File: src/rtl/hex_disp_pkg.sv
// Shared definitions for the multiplexed hex display: segment LUT and polarity helper.
// Segment bit order is bit0=a .. bit6=g, patterns are active-high (1 = lit).
package hex_disp_pkg;

    localparam int SEG_BITS = 7;

    localparam logic [SEG_BITS-1:0] SEG_LUT [16] = '{
        7'h3F, 7'h06, 7'h5B, 7'h4F, 7'h66, 7'h6D, 7'h7D, 7'h07,
        7'h7F, 7'h6F, 7'h77, 7'h7C, 7'h39, 7'h5E, 7'h79, 7'h71
    };

    // Converts an active-high pattern into the board's pin polarity.
    function automatic logic [SEG_BITS-1:0] seg_polarity(input logic [SEG_BITS-1:0] pat,
                                                         input logic active_low);
        return active_low ? ~pat : pat;
    endfunction

endpackage

File: src/rtl/hex_seg_lut.sv
// Combinational nibble to 7-segment pattern decoder (active-high lit).
module hex_seg_lut
    import hex_disp_pkg::*;
(
    input  logic [3:0]          nibble,
    output logic [SEG_BITS-1:0] pattern
);

    assign pattern = SEG_LUT[nibble];

endmodule

File: src/rtl/hex_display_scanner.sv
// Time-multiplexed hex display driver: scans NUM_DIGITS digits over one shared 7-seg bus,
// with a ghosting guard at each slot start, leading-zero blanking and frame-aligned updates.
module hex_display_scanner
    import hex_disp_pkg::*;
#(
    parameter int NUM_DIGITS = 4,
    parameter int SCAN_DIV   = 1000,
    parameter int GUARD      = 1,
    parameter int ACTIVE_LOW = 1
) (
    input  logic                    clk,
    input  logic                    reset,
    input  logic                    load,
    input  logic [4*NUM_DIGITS-1:0] value,
    input  logic [NUM_DIGITS-1:0]   dp_mask,
    input  logic                    blank_lz,
    output logic [SEG_BITS-1:0]     seg,
    output logic                    dp,
    output logic [NUM_DIGITS-1:0]   digit_en,
    output logic                    frame
);

    localparam int PW = (SCAN_DIV > 1) ? $clog2(SCAN_DIV) : 1;
    localparam int IW = $clog2(NUM_DIGITS);
    localparam logic [PW-1:0] PRE_MAX = PW'(SCAN_DIV - 1);
    localparam logic [PW-1:0] GUARD_P = PW'(GUARD);
    localparam logic [IW-1:0] IDX_MAX = IW'(NUM_DIGITS - 1);
    localparam logic          POL     = (ACTIVE_LOW != 0);
    localparam logic [NUM_DIGITS-1:0] EN_ONE = NUM_DIGITS'(1);

    logic [PW-1:0]             pre;
    logic [IW-1:0]             idx;
    logic [4*NUM_DIGITS-1:0]   pend_val, disp_val;
    logic [NUM_DIGITS-1:0]     pend_dp, disp_dp;
    logic                      pend_valid;

    logic                      slot_wrap, frame_wrap;
    logic [3:0]                cur_nib;
    logic [SEG_BITS-1:0]       cur_pat;
    logic [NUM_DIGITS-1:0]     lz_blank;
    logic                      zero_run;
    logic [SEG_BITS-1:0]       seg_next;
    logic                      dp_next;
    logic [NUM_DIGITS-1:0]     en_next;

    assign slot_wrap  = (pre == PRE_MAX);
    assign frame_wrap = slot_wrap && (idx == IDX_MAX);

    always_comb begin
        cur_nib = 4'h0;
        for (int i = 0; i < NUM_DIGITS; i++) begin
            if (idx == IW'(i)) cur_nib = disp_val[4*i +: 4];
        end
    end

    // A digit is blanked when it and every more-significant digit are zero; digit 0 never is.
    always_comb begin
        lz_blank = '0;
        zero_run = 1'b1;
        for (int i = NUM_DIGITS-1; i >= 1; i--) begin
            zero_run    = zero_run && (disp_val[4*i +: 4] == 4'h0);
            lz_blank[i] = blank_lz && zero_run;
        end
    end

    hex_seg_lut u_lut (
        .nibble  (cur_nib),
        .pattern (cur_pat)
    );

    always_comb begin
        seg_next = seg_polarity(lz_blank[idx] ? '0 : cur_pat, POL);
        dp_next  = disp_dp[idx] ^ POL;
        en_next  = (pre >= GUARD_P) ? (EN_ONE << idx) : '0;
    end

    always_ff @(posedge clk) begin
        if (reset) begin
            pre        <= '0;
            idx        <= '0;
            pend_val   <= '0;
            pend_dp    <= '0;
            pend_valid <= 1'b0;
            disp_val   <= '0;
            disp_dp    <= '0;
            seg        <= seg_polarity('0, POL);
            dp         <= POL;
            digit_en   <= '0;
            frame      <= 1'b0;
        end else begin
            seg      <= seg_next;
            dp       <= dp_next;
            digit_en <= en_next;
            frame    <= (pre == '0) && (idx == '0);

            pre <= slot_wrap ? '0 : pre + 1'b1;
            if (slot_wrap) idx <= (idx == IDX_MAX) ? '0 : idx + 1'b1;

            // A load landing on the wrap bypasses pend so it shows in the frame now starting.
            if (frame_wrap) begin
                pend_valid <= 1'b0;
                if (load) begin
                    disp_val <= value;
                    disp_dp  <= dp_mask;
                end else if (pend_valid) begin
                    disp_val <= pend_val;
                    disp_dp  <= pend_dp;
                end
            end else if (load) begin
                pend_val   <= value;
                pend_dp    <= dp_mask;
                pend_valid <= 1'b1;
            end
        end
    end

endmodule
File: config.mk
export PLATFORM = sky130hd
export DESIGN_NAME = hex_display_scanner
export DESIGN_NICKNAME = d
export VERILOG_FILES = /design/src/rtl/hex_disp_pkg.sv /design/src/rtl/hex_seg_lut.sv /design/src/rtl/hex_display_scanner.sv
export SDC_FILE = /design/constraint.sdc
export NUM_CORES = 1
export LEC_CHECK = 0
export CORE_MARGIN = 1.5
export CORE_UTILIZATION = 45
export DETAILED_ROUTE_END_ITERATION = 6
export DONT_BUFFER_PORTS = 1
export GPL_ROUTABILITY_DRIVEN = 0
export GPL_TIMING_DRIVEN = 0
export PLACE_DENSITY = 0.61
export SYNTH_ARGS = -nofsm -noshare
export SYNTH_HDL_FRONTEND = slang
export SYNTH_SLANG_ARGS = --single-unit
File: constraint.sdc
create_clock -name clk -period 2.4 [get_ports clk]
set_clock_uncertainty 0.1 [all_clocks]
set_input_delay 0.12 -clock clk [delete_from_list [all_inputs] [get_ports clk]]
set_output_delay 0.12 -clock clk [all_outputs]
set_load 0.01 [all_outputs]
==> results.md <==
* Chip width at 86.2 um
* Slack of the critical path at 0.120 ns
* Slew Viols, Final at 0
* Core area at 0.00676 sq mm
* Footprint of the multi-input gates at 0.00174 sq mm
* Largest buffer count on any clock path at 2
* Worst VDD drop at 469 uV
* Final core utilization at 55.4%
* Top cell type by total area after synthesis: dfxtp_1
* Global-route wire length before repair at 10,500 um
* Post-synthesis net count at 353
* GRT Total Usage at 18.3%
* DRC at 0
* Root Driver: clkbuf_8
* H-tree Lvls at 3
* Mux share of post-synthesis cell area at 14.3%
* Power share of the combinational group at 7.3%
* Post-synth cell types at 44
* Pint at 1.74 mW
* Register area share after synthesis at 42.4%
* Critical path class: flip-flop to flip-flop
* Critical-path cell list: ha_2 -> clkbuf_4 -> nor2b_2 -> a211oi_4 -> inv_1 -> ha_1 -> a21oi_1 -> a22o_1 -> nand3_1
* Grt ovf at 0
* Drt pass-1 iters at 4
* Worst path arrival time at 2.38 ns
* ANT cells at 0
* Compound-Gate Fraction of Synth Area at 14.9%
* Max Cap Viol at 0
* Post-synth top area share at 42.4%
* Hold Slack at 0.0347 ns
* Synth top area cells: dfxtp_1 (42%), mux2i_1 (13%), a211oi_2 (8.8%)
* XOR/XNOR share of the synthesized area at 1.97%
* Port Buffers at 0
* Final total power at 2.27 mW
* Pre-CTS setup slack at -0.392 ns
* Crit start category: flip-flop
* Seq pwr share at 50.7%
* Delay-heaviest family, CP: adder cells
* Final Hold Viols at 0
* WL/cell at 14.6 um
* RSZ-0062 raised after global routing: no
* Clock transition at path regs at 0.07 ns
* Slew HR at 48.1%
* Num Clock Sinks at 66
* Worst Max-Slew Pin Slew at 0.778 ns
* Placed Instance Area at 0.00322 sq mm
* Psw at 531 uW
* Slowest stage delay, CP at 0.38 ns
* Register area at 0.00133 sq mm
* Initial DRC count at 65
* Die area at 0.00743 sq mm
* IO Pins at 37
* CTS buffer count at 9
* Die height at 86.2 um
* Share of cells above drive strength 1 at 18.4%
* Hold/Removal Path Class: primary input to flip-flop
* Switching portion of total power at 23.4%
* Worst path slowest cell: dfxtp_4
* Crit path capture type: flip-flop
* Avg Cell Area, Syn at 9.79 sq um
* Highest achievable clock rate at 439 MHz
* Initial Utilization at 46.1%
* Synth warnings at 0
* Largest family of logic cells by synthesized area: simple AND/OR/NAND/NOR gates
* Mapped Cells at 318
* Post-synth EDFFs at 0
* Routed WL at 6410 um
* Largest net degree at the start of global routing at 12
* Via count at 2,334
* Initial antenna violation count at 0
* Clk Latency, worst-skew pair at 0.35 ns
* Most frequent cell after synthesis: dfxtp_1
* CP bufs+invs at 2
* Yosys reg bits at 66
* Min cycle time layout at 2.28 ns
* Power share of the clock group at 42.0%
* Vias in the first global route at 2,194
* Via/cell ratio at 5.32
* Area share of fa/ha/maj cells after synthesis at 4.42%
* Number of fill cells at 615
* Finished Cell Area at 0.00374 sq mm
* Num rows at 30
* Period utilization at 95.0%
* DP Wirelength at 4360 um
* Post-synth top cells: dfxtp_1 (66), nor2_1 (59), mux2i_1 (41)
* Final-stage net count at 389
* CP Data Required Time at 2.50 ns
* Status: complete, no violations
* Crit Path Max Fanout at 10
* Post-synth ARST share at 0%
* TritonCTS clock tree: yes
* Area Overhead vs Synth at 20.1%
* Post-route ant nets at 0
* Simple-gate share of the synthesized area at 18.1%
* Synth Flop Type: dfxtp_1
* Finish-stage setup viols at 0
* Post-Synthesis Cell Area at 0.00311 sq mm
* Leakage power at 1.44 nW
* PD cells at 608 mW/mm^2
-- layer usage --
layer,share of wire [%],global-route usage [%],vias to the layer above
li1,-,-,1198
met1,50,24.5,1076
met2,44,27.3,46
met3,3.8,4.95,14
met4,2.7,9.24,0
met5,0,0,-
-- cell families (layout without fill, tap and decap cells) --
family,after synthesis,in the layout
and+or+nand+nor,117,117
muxes,43,43
DFF,66,66
buffers and inverters,25,66
xor gates and xnor gates,7,7
AOI/OAI and AO/OA,49,49
adders and majority gates,11,11
-- power by group through the flow --
stage	registers, mW	clock network (mW)	logic, mW
CTS	1.15	0.982	0.167
global placement	1.18	0	0.129
global route	1.15	1.03	0.183
detailed placement	1.18	0	0.131
finish	1.15	0.955	0.166
floorplan	1.17	0	0.107
-- repair_timing --
item / CTS / global route
buffers inserted: 2 / 0
gates resized for setup: 6 / 14
endpoints found under the hold margin: 51 / 0
pin swaps: 2 / 1
setup endpoints to repair: 7 / 46
hold buffers: 23 / 0
-- state kept, by name, summed over array words and instances (netlist names) --
register / count
digit_en: 4
dp: 1
disp_dp: 4
pre: 10
pend_dp: 4
idx: 2
frame: 1
seg: 7
pend_valid: 1
pend_val: 16
disp_val: 16
-- path summary, 6_finish.rpt --
check                            endpoint  cells past startpoint                 from  slack [ns]
setup / recovery        seg[3]$_SDFF_PP1_                      9  idx[0]$_SDFFE_PP0N_        0.12
hold reg to reg         pre[0]$_SDFF_PP0_                      1    pre[0]$_SDFF_PP0_        0.38
hold / removal    disp_dp[3]$_SDFFE_PP0P_                      2           dp_mask[3]        0.03
setup reg to reg        seg[3]$_SDFF_PP1_                      9  idx[0]$_SDFFE_PP0N_        0.12
-- per-stage QoR --
stage / setup TNS [ns] / instances
after floorplan: 0 / 318
after global placement: -1.41 / 398
after detailed placement: -1.53 / 398
after CTS: 0 / 439
after global routing: 0 / 439
final: 0 / 439
-- layout by cell type (no fill, tap or decap), types with 2 or more instances in the layout --
cell type      synthesis  routed
dfxtp_1               66      63
nor2_1                59      59
mux2i_1               41      41
a211oi_2              22      23
dlygate4sd3_1          0      23
nand2_1               16      16
clkbuf_8               0      11
inv_1                  9       8
clkbuf_1               8       8
nand3_1                8       8
ha_1                  11       8
a21oi_1                6       6
nand3b_1               5       5
nor4_1                 6       5
xnor2_1                5       5
buf_4                  2       4
a211oi_4               0       3
nor2b_1                4       3
nor3b_1                4       3
a211oi_1               7       3
o21ai_0                3       3
nand2b_1               3       3
and3_1                 3       3
ha_2                   0       3
buf_2                  3       2
buf_6                  2       2
and2_1                 2       2
nor3_1                 2       2
xor2_1                 2       2
clkinvlp_4             0       2
dfxtp_4                0       2
-- final cells by class --
cell class	instances	area share, %
Clock buffer	12	4.15
Buffer	16	2.41
Inverter	9	0.903
Timing Repair Buffer	25	6.56
Multi-Input combinational cell	227	46.4
Sequential cell	66	35.6
Tap cell	80	2.68
Clock inverter	4	1.34
No activity file was read; power rests on OpenSTA's default activity.
